===== src/rtl/pn_gen.sv =====
`timescale 1ns/1ps
// pn_gen: 12-bit maximal-length Fibonacci LFSR PN-sequence generator.
// Polynomial x^12 + x^6 + x^4 + x + 1, period 4095. One chip per clock on
// pn_out, with a one-cycle pulse on pn_roll each time the register returns to SEED.
// Optional feature macro: PN_GEN_LOCKUP_RECOVER_EN. When defined, an all-zero
// register (upset or forced) reloads SEED on the next edge. When undefined, the
// all-zero state is left alone and persists.
module pn_gen #(
  parameter logic [11:0] SEED = 12'hFFF
) (
  input  logic        clock,
  input  logic        reset,
  output logic        pn_out,
  output logic        pn_roll,
  output logic [11:0] state
);

  logic [11:0] state_q;
  logic [11:0] state_d;
  logic        roll_q;
  logic        roll_d;
  logic        fb;

  // An all-zero seed would lock the LFSR at zero, so it is rejected at elaboration.
  if (SEED == 12'h000) begin : gSeedCheck
    $error("pn_gen: SEED must be nonzero");
  end

  // Next state shifts toward the MSB, with the tap parity entering bit 0; roll flags the return to SEED.
  always_comb begin
    fb      = state_q[11] ^ state_q[5] ^ state_q[3] ^ state_q[0];
    state_d = {state_q[10:0], fb};
`ifdef PN_GEN_LOCKUP_RECOVER_EN
    if (state_q == 12'h000) begin
      state_d = SEED;
    end
`endif
    roll_d  = (state_d == SEED);
  end

  // Register the state and the wrap pulse; reset is asynchronous and reloads SEED.
  always_ff @(posedge clock or negedge reset) begin
    if (!reset) begin
      state_q <= SEED;
      roll_q  <= 1'b0;
    end else begin
      state_q <= state_d;
      roll_q  <= roll_d;
    end
  end

  assign state   = state_q;
  assign pn_out  = state_q[11];
  assign pn_roll = roll_q;

endmodule


===== config.mk =====
export PLATFORM = sky130hd
export DESIGN_NAME = pn_gen
export DESIGN_NICKNAME = d
export VERILOG_FILES = /design/src/rtl/pn_gen.sv
export SDC_FILE = /design/constraint.sdc
export NUM_CORES = 1
export LEC_CHECK = 0
export ABC_AREA = 1
export BUFFER_PORTS_ARGS = -buffer_cell sky130_fd_sc_hd__buf_2
export CORE_AREA = 2 2 39 41
export DETAILED_ROUTE_END_ITERATION = 6
export DIE_AREA = 0 0 41 43
export PLACE_DENSITY_LB_ADDON = 0.05
export RECOVER_POWER = 100
export SYNTH_ARGS = -nofsm -noshare
export SYNTH_HDL_FRONTEND = slang
export SYNTH_SLANG_ARGS = --single-unit

===== constraint.sdc =====
create_clock -name clock -period 1.7 [get_ports clock]
set_input_delay 0.085 -clock clock [delete_from_list [all_inputs] [get_ports clock]]
set_output_delay 0.085 -clock clock [all_outputs]
set_load 0.01 [all_outputs]

==> qor.csv, run 1 <==
stage,metric,value,unit
outcome,run status,"complete, no violations",
power,P per Cell Area,917.0,nW/um^2
clocking,CTS Buf Count,3,
setup_path,CP Capture Type,flip-flop,
grt,met3 usage,0.02094,
detailed_routing,starting DRC count in detailed routing,0,
yosys,Commonest cells post-synth,"dfstp_2 (12), nand2_1 (10), inv_1 (3)",
setup_path,Critical R2R Launch,state[3],
yosys,Post-synth EDFFs,0,
detailed_routing,vias per cell,4.059,
yosys,Async SR Flop Fraction,1.000,
placed_design,post-detail-place hpwl,539.4,um
yosys,synthesized instance count,33,
sta,Final setup viols,0,
sta,Fin. Hold Viols,0,
yosys,"Cell Area, Synth",435.4,um^2
setup_path,critical path peak fanout,5,
power,Max VDD drop,0.0004078,V
clocking,"CTS clk-pin slew, worst paths",70,ps
grt,initial antenna violation count,0,
yosys,share of the synthesized area in the top cell type,0.7241,
setup_path,worst-path cell chain,inv_1 > nand2_1 > nand2_1 > nand2_1 > nand2_1 > ha_1 > nand2_1 > nor2_1 > nand2_1 > nor2_2,
cells_and_area,share of layout cells above drive strength 1,0.09615,
sta,fin crit share,0.8065,
floorplan,die area,1763,um^2
grt,GRT overflow,0,
clocking,Root Buffer Master,clkbuf_4,
grt,Global Route met1 Usage,0.1111,
yosys,Main synth FF type,dfstp_2,
sta,post-route setup slack,329.0,ps
clocking,H-tree lvl count,1,
floorplan,Initial Util,0.3146,
setup_path,CP required,1860,ps
setup_path,R2R depth,10,
yosys,synthesis-stage register bit count,13,
cells_and_area,area of the multi-input gates,76.32,um^2
yosys,top cell type by total area after synthesis,dfstp_2,
setup_path,critical path class,reg2reg,
detailed_routing,drt pass-1 iters,1,
placed_design,Post-Place Worst Slack,376.5,ps
placed_design,GPL Wtd Cong,0.6705,
sta,setup TNS,0,ps
clocking,Clock Path Buffers,2,
sta,slew margin rel.,0.5757,
setup_path,"Slowest-stage cell, CP",dfstp_1,
cells_and_area,storage element area,340.3,um^2
setup_path,Slowest Stage Delay on Critical Path,590,ps
cells_and_area,Area Overhead vs Synth,24.43,%
yosys,post-synth cell types,10,
yosys,register area share after synthesis,0.7816,
grt,global-route wire length before repair,1062,um
yosys,"top cells by area, synth","dfstp_2 (72%), nand2_1 (8.6%), dfrtp_1 (5.7%)",
detailed_routing,Total Wirelength,700,um
detailed_routing,WL/cell,10.29,um
yosys,mux contribution to synthesized area,0,
yosys,syn_area_per_cell,13.19,um^2
sta,Tmin final,1371,ps
grt,grt met2 use,0.1344,
placed_design,PortBufs,15,
setup_path,"most used cell, CP",nand2_1,
grt,pin count of the biggest net entering global routing,14,
yosys,post-synthesis adder-cell area fraction,0.02874,
flow_run,max-cap violations,0,
worst_hold_path,worst hold-check path type,in2async,
grt,vias in the first global route,282,
yosys,compound-cell area share of the yosys netlist,0,
detailed_routing,drt drc,0,
power,Static Leak,0.2153,nW
yosys,syn_nets,36,
yosys,most frequent cell after synthesis,dfstp_2,
clocking,CTS tree,yes,
cells_and_area,number of diodes,0,
sta,max-slew violations,0,
floorplan,Ports,16,
setup_path,Reg2Reg Setup Slack,330,ps
sta,RSZ-0062 raised after global routing,no,
grt,GR peak layer,met2,
clocking,Skew-Pair Late Insertion Delay,260,ps
sta,Worst Skew,3.626,ps
floorplan,Die Wd,41,um
yosys,largest family of logic cells by synthesized area,simple AND/OR/NAND/NOR gates,
cells_and_area,Filler Cell Count,148,
detailed_routing,Detail Route Antenna Nets,0,
setup_path,WP data arrival,1530,ps
yosys,xor-xnor portion of the synthesized cell area,0,
yosys,Synth warnings,0,
detailed_routing,vias,276,
sta,FMAX,729.4,MHz
sta,Worst-Margin Slew,636.4,ps
floorplan,Die H,43,um
clocking,CTS sink cnt,13,
yosys,Post-Synth Simple-Gate Area,0.1466,
grt,gr usage total,0.09353,
floorplan,FP Rows,14,
setup_path,worst reg2reg endpoint,pn_roll,
floorplan,core area,1384,um^2
cells_and_area,Final nets,56,
clocking,# resized after CTS,0,
setup_path,CP Launch Type,flip-flop,
[state kept, by name (all words and copies together), names as in the netlist]
register	cells
state	12
pn_roll	1
[worst max-delay path, delay by kind of cell (launching register included)]
kind | cells | cell delay (ps)
flip-flops | 1 | 590
AND/OR/NAND/NOR | 8 | 460
adder cells (fa/ha/maj) | 1 | 170
buffers and inverters | 1 | 60
[cells in the final DEF (no fill, tap or decap), drive strengths merged]
cell type,count
inv,3
ha,1
dfstp,12
dfrtp,1
nor2,3
nand2,10
dlygate4sd3,1
clkbuf,18
nand3b,1
nand3,1
buf,1
[kinds of logic after synthesis]
family | Yosys count
flops | 13
buf+inv | 4
fa+ha+maj | 1
simple gates | 15
[timing repair]
action / in CTS / in global routing
endpoints found under the hold margin: 13 / 0
hold buffers: 1 / 0
setup buffers: 0 / 0
[layout make-up]
cell class	instances	share of cell area
sequential	13	0.6282
multi-input combinational	16	0.1409
timing repair buffer	16	0.1247
clock buffer	4	0.04850
tap	16	0.03695
inverter	3	0.02079
[layer usage]
layer | vias up | routed length [um]
met4 | 0 | 0
met2 | 11 | 328
met3 | 0 | 57
met5 | - | 0
li1 | 137 | -
met1 | 128 | 314
[how the worst max path moves through the flow]
stage	cells after the start	endpoint	slack, ps	from
detailed placement	10	pn_roll	380	state[3]
CTS	10	pn_roll	360	state[3]
global route	9	pn_roll	200	state[3]
floorplan	10	pn_roll	440	state[3]
finish	10	pn_roll	330	state[3]
global placement	10	pn_roll	390	state[3]
[metrics by stage]
stage / instances / total power, mW / util / hold WS, ps / area [um^2]
after floorplan: 33 / 0.3155 / - / -210.6 / 435.4
after global placement: 63 / 0.3219 / 0.3779 / -27.58 / 523.0
after detailed placement: 63 / 0.3222 / 0.3779 / -20.90 / 523.0
after CTS: 68 / 0.5098 / 0.4042 / 225.3 / 559.3
after global routing: 68 / 0.5218 / 0.3915 / 400.0 / 541.8
final: 68 / 0.4968 / 0.3915 / 356.5 / 541.8
[power by group]
| group | switching, mW | internal, mW | leakage, nW | total (mW) |
|---|---|---|---|---|
| Clock | 0.0899 | 0.0907 | 0.0150 | 0.181 |
| Combinational | 0.00554 | 0.00199 | 0.0592 | 0.00754 |
| Sequential | 0 | 0.309 | 0.141 | 0.309 |
| Total | 0.0955 | 0.401 | 0.215 | 0.497 |
Power figures use the tool's default switching activity.
==> run 2, diff against run 1 <==
==> constraint.sdc (replaced) <==
create_clock -name clock -period 1.2 [get_ports clock]
set_input_delay 0.06 -clock clock [delete_from_list [all_inputs] [get_ports clock]]
set_output_delay 0.06 -clock clock [all_outputs]
set_load 0.01 [all_outputs]
==> run 2 against run 1 <==
  * Combinational power up 41%
  * Die area did not move
  * Critical path type unchanged
  * Highest routed layer unchanged
  * Setup slack worse by 390 ps
  * Register-to-register slack worse by 390 ps
  * Sequential share of layout area is 5.4 points lower
  * Count of clock-buffer cells in the layout unchanged
  * The flow now finishes with violations (negative setup slack)
  * Wire length up 7.3%
==> qor.csv, run 2 (synthesis gave the netlist of run 1 again) <==
stage,metric,value,unit,change
setup_path,R2R depth,9,,was 10
detailed_routing,WL/cell,10.73,um,was 10.29 um
clocking,Clock Path Buffers,2,,unchanged
clocking,CTS tree,yes,,unchanged
grt,vias in the first global route,277,,was 282
grt,pin count of the biggest net entering global routing,14,,unchanged
cells_and_area,Area Overhead vs Synth,36.21,%,was 24.43%
power,Static Leak,0.2806,nW,was 0.2153 nW
floorplan,FP Rows,14,,unchanged
power,total chip power,706.7,uW,was 496.8 uW
sta,Tmin final,1266,ps,was 1371 ps
clocking,CTS sink cnt,13,,unchanged
clocking,H-tree lvl count,1,,unchanged
clocking,Root Buffer Master,clkbuf_4,,unchanged
cells_and_area,final instance area,593.1,um^2,was 541.8 um^2
placed_design,GPL Wtd Cong,0.6416,,was 0.6705
detailed_routing,vias,292,,was 276
sta,FMAX,790.0,MHz,was 729.4 MHz
setup_path,CP Launch Type,flip-flop,,unchanged
floorplan,core area,1384,um^2,unchanged
cells_and_area,max reg flops,12,,unchanged
setup_path,CP Capture Type,flip-flop,,unchanged
cells_and_area,share of layout cells above drive strength 1,0.7222,,was 0.09615
clocking,CTS Buf Count,3,,unchanged
sta,worst hold margin,318.0,ps,was 356.5 ps
grt,global-route wire length before repair,1159,um,was 1062 um
cells_and_area,"most common cell after layout, fill and taps aside",buf_2,,was clkbuf_1
sta,fin crit share,1.055,,was 0.8065
clocking,Skew-Pair Late Insertion Delay,270,ps,was 260 ps
setup_path,Critical R2R Launch,state[3],,unchanged
sta,slew margin rel.,0.5741,,was 0.5757
placed_design,cell count after placement,65,,was 63
sta,Worst-Margin Slew,638.8,ps,was 636.4 ps
cells_and_area,number of diodes,0,,unchanged
detailed_routing,starting DRC count in detailed routing,4,,was 0
sta,Worst Skew,4.527,ps,was 3.626 ps
setup_path,worst reg2reg endpoint,pn_roll,,unchanged
setup_path,critical path class,reg2reg,,unchanged
floorplan,Ports,16,,unchanged
power,Max VDD drop,0.0006633,V,was 0.0004078 V
sta,RSZ-0062 raised after global routing,yes,,was no
setup_path,critical path peak fanout,3,,was 5
floorplan,Die Wd,41,um,unchanged
flow_run,max-cap violations,0,,unchanged
outcome,run status,finished with violations,,"was complete, no violations"
detailed_routing,drt pass-1 iters,2,,was 1
clocking,"CTS clk-pin slew, worst paths",70,ps,about the same
placed_design,PortBufs,15,,unchanged
floorplan,Initial Util,0.3146,,unchanged
placed_design,post-detail-place hpwl,569.2,um,was 539.4 um
worst_hold_path,worst hold-check path type,in2async,,unchanged
detailed_routing,Total Wirelength,751,um,was 700 um
setup_path,Reg2Reg Setup Slack,-70,ps,was 330 ps
sta,Final setup viols,1,,was 0
detailed_routing,drt drc,0,,unchanged
setup_path,CP required,1410,ps,was 1860 ps
cells_and_area,Filler Cell Count,141,,was 148
sta,post-route setup slack,-65.81,ps,was 329.0 ps
placed_design,placed instance area,540.5,um^2,was 523.0 um^2
cells_and_area,Non-Filler Instances,70,,was 68
setup_path,WP data arrival,1470,ps,was 1530 ps
grt,initial antenna violation count,0,,unchanged
cells_and_area,most frequent cells in the layout,"buf_2 (14), dfstp_2 (12), nand2_1 (7)",,"was clkbuf_1 (15), dfstp_1 (12), nand2_1 (10)"
grt,gr usage total,0.1015,,was 0.09353
detailed_routing,vias per cell,4.171,,was 4.059
detailed_routing,Detail Route Antenna Nets,0,,unchanged
sta,Fin. Hold Viols,0,,unchanged
outcome,violated checks,negative setup slack,,
floorplan,die area,1763,um^2,unchanged
placed_design,Post-Place Worst Slack,-56.43,ps,was 376.5 ps
grt,GRT overflow,0,,unchanged
floorplan,Die H,43,um,unchanged
sta,max-slew violations,0,,unchanged
cells_and_area,Final nets,58,,was 56
power,P per Cell Area,1192,nW/um^2,was 917.0 nW/um^2
==> run 2: worst max-delay path: stages, from the launching register on <==
cell and delay, ps:
dfstp_2 560, inv_2 40, nand2_2 50, nand3b_1 90, nand2_2 90, ha_4 120, nand2_1 40, nor2_1 80
nand2_1 70, nor2_2 70
==> run 2: power by group <==
group          switching (mW)  internal [mW]  total (mW)
clock                   0.127          0.129       0.256
sequential                  0          0.440       0.440
combinational         0.00780        0.00281      0.0106
total                   0.135          0.571       0.707
==> run 2: timing repair <==
| item | CTS | global route |
|---|---|---|
| endpoints found under the setup margin | 1 | 2 |
| pin swaps | 0 | 3 |
| hold buffers | 1 | 0 |
| hold endpoints to repair | 13 | 0 |
| resized for setup | 0 | 7 |
| buffers inserted | 0 | 0 |
==> run 2: layer usage <==
metal | up-vias | GRT usage | wire, um
li1 | 142 | - | -
met1 | 139 | 0.1379 | 353
met2 | 11 | 0.1375 | 345
met3 | 0 | 0.03141 | 52
met4 | 0 | 0.06000 | 0
met5 | - | 0 | 0
==> run 2: how the worst max path moves through the flow <==
stage | startpoint | endpoint | slack [ps] | cells after the start
after floorplan | state[3] | pn_roll | -40 | 9
after global placement | state[5] | pn_roll | -60 | 9
after detailed placement | state[3] | pn_roll | -60 | 9
after CTS | state[3] | pn_roll | -70 | 9
after global routing | state[3] | pn_roll | -170 | 9
final | state[3] | pn_roll | -70 | 9
==> run 2: cell type report <==
type	instances	area, um^2	share of cell area
clock buffer	4	26.28	0.04430
inverter	3	11.26	0.01899
multi-input combinational	16	96.34	0.1624
sequential	13	340.3	0.5738
tap	16	20.02	0.03376
timing repair buffer	18	98.84	0.1667
==> run 2: through the flow <==
| stage | utilization | TNS [ps] |
|---|---|---|
| 2_1_floorplan | - | -45.14 |
| 3_3_place_gp | 0.3906 | -58.29 |
| 3_5_place_dp | 0.3906 | -56.43 |
| 4_1_cts | 0.4168 | -71.69 |
| 5_1_grt | 0.4286 | -209.0 |
| 6_report | 0.4286 | -65.81 |
==> run 3, diff against run 2 <==
--- a/config.mk
+++ b/config.mk
@@ -5,7 +5,6 @@
 export SDC_FILE = /design/constraint.sdc
 export NUM_CORES = 1
 export LEC_CHECK = 0
-export ABC_AREA = 1
 export BUFFER_PORTS_ARGS = -buffer_cell sky130_fd_sc_hd__buf_2
 export CORE_AREA = 2 2 39 41
 export DETAILED_ROUTE_END_ITERATION = 6
==> constraint.sdc (replaced) <==
create_clock -name clock -period 1.03 [get_ports clock]
set_input_delay 0.0515 -clock clock [delete_from_list [all_inputs] [get_ports clock]]
set_output_delay 0.0515 -clock clock [all_outputs]
set_load 0.01 [all_outputs]
==> run 3 against run 2 <==
  * The flow still finishes with violations (negative setup slack)
  * Core utilization up 1.5 points
  * Design area up 3.6%
  * Synthesized cell count down 33%
  * Die area unchanged
  * Setup slack worse by 200 ps
  * Count of clock-buffer cells in the layout unchanged
  * Combinational power up 18%
  * Maximum frequency down 2.4%
  * Clock skew down 4.3 ps
  * Largest cell class unchanged
  * Clock power up 14%
  * Global-route usage up 0.51 points
  * Critical path type unchanged
  * Largest power group unchanged
==> qor.csv, run 3 <==
stage,metric,value,unit,change
floorplan,Ports,16,,unchanged
detailed_routing,drt pass-1 iters,1,,was 2
flow_run,max-cap violations,0,,unchanged
grt,pin count of the biggest net entering global routing,14,,unchanged
grt,vias in the first global route,260,,was 277
detailed_routing,Total Wirelength,733,um,was 751 um
clocking,H-tree lvl count,1,,unchanged
clocking,CTS sink cnt,13,,unchanged
clocking,CTS Buf Count,3,,unchanged
power,Static Leak,0.2871,nW,was 0.2806 nW
setup_path,R2R depth,5,,was 9
floorplan,core area,1384,um^2,unchanged
setup_path,CP endpoint,pn_roll,,unchanged
sta,FMAX,771.1,MHz,was 790.0 MHz
yosys,synthesized instance count,22,,was 33
sta,Tmin final,1297,ps,was 1266 ps
setup_path,worst-path cell chain,xor2_2 > xnor2_1 > ha_2 > nand4_1 > nor3_1,,was inv_2 > nand2_2 > nand3b_1 > nand2_2 > ha_4 > nand2_1 > nor2_1 > nand2_1 > nor2_2
sta,Worst Skew,0.2397,ps,was 4.527 ps
cells_and_area,"most common cell after layout, fill and taps aside",dfstp_2,,was buf_2
yosys,post-synth cell types,10,,unchanged
yosys,Async SR Flop Fraction,1.000,,unchanged
setup_path,CP required,1220,ps,was 1410 ps
cells_and_area,area of the multi-input gates,62.56,um^2,was 96.34 um^2
yosys,Main synth FF type,dfstp_2,,unchanged
yosys,"top cells by area, synth","dfstp_2 (78%), dfrtp_1 (6.2%), ha_1 (3.1%)",,"was dfstp_2 (72%), nand2_1 (8.6%), dfrtp_1 (5.7%)"
clocking,Skew-Pair Late Insertion Delay,260,ps,was 270 ps
setup_path,"Slowest-stage cell, CP",dfstp_2,,unchanged
placed_design,Post-Place Worst Slack,-311.6,ps,was -56.43 ps
detailed_routing,starting DRC count in detailed routing,0,,was 4
yosys,register area share after synthesis,0.8421,,was 0.7816
setup_path,critical path peak fanout,2,,was 3
cells_and_area,number of diodes,0,,unchanged
detailed_routing,vias,263,,was 292
sta,RSZ-0062 raised after global routing,yes,,unchanged
placed_design,GPL Wtd Cong,0.6734,,was 0.6416
yosys,synthesis-stage register bit count,13,,unchanged
floorplan,Initial Util,0.2920,,was 0.3146
sta,fin crit share,1.259,,was 1.055
grt,global-route wire length before repair,1166,um,was 1159 um
floorplan,die area,1763,um^2,unchanged
yosys,"Cell Area, Synth",404.1,um^2,was 435.4 um^2
sta,post-route setup slack,-266.9,ps,was -65.81 ps
setup_path,WP data arrival,1480,ps,was 1470 ps
cells_and_area,most frequent cells in the layout,"dfstp_2 (8), buf_2 (6), buf_6 (6)",,"was buf_2 (14), dfstp_2 (12), nand2_1 (7)"
detailed_routing,Detail Route Antenna Nets,0,,unchanged
cells_and_area,Area Overhead vs Synth,52.01,%,was 36.21%
yosys,share of the synthesized area in the top cell type,0.7802,,was 0.7241
cells_and_area,"Core Util, Final",0.4439,,was 0.4286
placed_design,PortBufs,15,,unchanged
yosys,syn_nets,25,,was 36
grt,gr usage total,0.1067,,was 0.1015
clocking,"CTS clk-pin slew, worst paths",70,ps,about the same
sta,Final setup viols,6,,was 1
yosys,Synth warnings,0,,unchanged
cells_and_area,Non-Filler Instances,63,,was 70
yosys,post-synthesis adder-cell area fraction,0.03096,,was 0.02874
sta,max-slew violations,0,,unchanged
yosys,Commonest cells post-synth,"dfstp_2 (12), nand4_1 (2)",,"was dfstp_2 (12), nand2_1 (10), inv_1 (3)"
setup_path,CP Capture Type,flip-flop,,unchanged
detailed_routing,drt drc,0,,unchanged
grt,initial antenna violation count,0,,unchanged
clocking,CTS tree,yes,,unchanged
setup_path,CP Launch Type,flip-flop,,unchanged
yosys,mux contribution to synthesized area,0,,unchanged
setup_path,Critical R2R Launch,state[5],,was state[3]
clocking,Clock Path Buffers,2,,unchanged
detailed_routing,WL/cell,11.63,um,was 10.73 um
cells_and_area,max reg flops,12,,unchanged
grt,GRT overflow,0,,unchanged
cells_and_area,share of layout cells above drive strength 1,0.6809,,was 0.7222
yosys,top cell type by total area after synthesis,dfstp_2,,unchanged
yosys,largest family of logic cells by synthesized area,simple AND/OR/NAND/NOR gates,,unchanged
cells_and_area,Final nets,51,,was 58
yosys,Post-Synth Simple-Gate Area,0.05573,,was 0.1466
floorplan,FP Rows,14,,unchanged
yosys,syn_area_per_cell,18.37,um^2,was 13.19 um^2
power,total chip power,816.4,uW,was 706.7 uW
worst_hold_path,worst hold-check path type,in2async,,unchanged
setup_path,Top Family by Delay on Critical Path,flip-flops,,unchanged
power,Max VDD drop,0.0006370,V,was 0.0006633 V
setup_path,buffer and inverter count on the worst path,0,,was 1
setup_path,Reg2Reg Setup Slack,-270,ps,was -70 ps
sta,Fin. Hold Viols,0,,unchanged
outcome,violated checks,negative setup slack,,unchanged
placed_design,cell count after placement,55,,was 65
cells_and_area,Filler Cell Count,135,,was 141
sta,Worst-Margin Slew,638.8,ps,about the same
setup_path,Slowest Stage Delay on Critical Path,560,ps,about the same
yosys,compound-cell area share of the yosys netlist,0,,unchanged
floorplan,Die Wd,41,um,unchanged
outcome,run status,finished with violations,,unchanged
yosys,Post-synth EDFFs,0,,unchanged
setup_path,worst reg2reg endpoint,pn_roll,,unchanged
power,P per Cell Area,1329,nW/um^2,was 1192 nW/um^2
detailed_routing,vias per cell,4.175,,was 4.171
sta,slew margin rel.,0.5741,,about the same
cells_and_area,storage element area,340.3,um^2,unchanged
sta,setup TNS,-637.2,ps,was -65.81 ps
clocking,Root Buffer Master,clkbuf_4,,unchanged
yosys,xor-xnor portion of the synthesized cell area,0.04334,,was 0
setup_path,critical path depth,5,,was 9
setup_path,CP startpoint,state[5],,was state[3]
setup_path,critical path class,reg2reg,,unchanged
yosys,most frequent cell after synthesis,dfstp_2,,unchanged
floorplan,Die H,43,um,unchanged
==> run 3: worst min-delay path by stage <==
stage	cells past startpoint	startpoint	end
CTS	2	reset	pn_roll
global route	2	reset	pn_roll
global placement	1	reset	pn_roll
finish	2	reset	pn_roll
detailed placement	1	reset	pn_roll
floorplan	0	reset	pn_roll
==> run 3: through the flow <==
stage                     instance area (um^2)  hold slack, ps
final                                    614.3           324.3
after global routing                     614.3           376.0
after CTS                                589.3           200.1
after detailed placement                 516.7          -59.55
after global placement                   516.7          -65.02
after floorplan                          406.6          -244.1
==> run 3: what timing repair did <==
| item | in CTS | in global routing |
|---|---|---|
| resized for setup | 7 | 1 |
| hold buffers | 1 | 0 |
| pin swaps | 1 | 1 |
| hold endpoints to repair | 13 | 0 |
| endpoints found under the setup margin | 6 | 12 |
| setup buffers | 0 | 3 |
==> run 3: cell families after synthesis <==
kind of cell	count (synthesis)
buf+inv	2
simple gates	4
xor+xnor	2
flops	13
fa+ha+maj	1
==> run 3: final cells by class <==
cell class / count / share of cell area
sequential: 13 / 0.5540
multi-input combinational: 7 / 0.1018
clock buffer: 4 / 0.04277
tap: 16 / 0.03259
inverter: 1 / 0.006110
timing repair buffer: 22 / 0.2627
==> run 3: where the power goes <==
group | internal (mW) | switching [mW]
Combinational | 0.00329 | 0.00920
Clock | 0.150 | 0.142
Sequential | 0.512 | 0
Total | 0.665 | 0.152
==> run 3: layer usage <==
layer  global-route usage  vias to the layer above  wire length (um)
li1                     -                      119                 -
met1               0.1310                      131               311
met2               0.1406                       11               347
met3              0.03141                        2                64
met4               0.1000                        0                 9
met5                    0                        -                 0
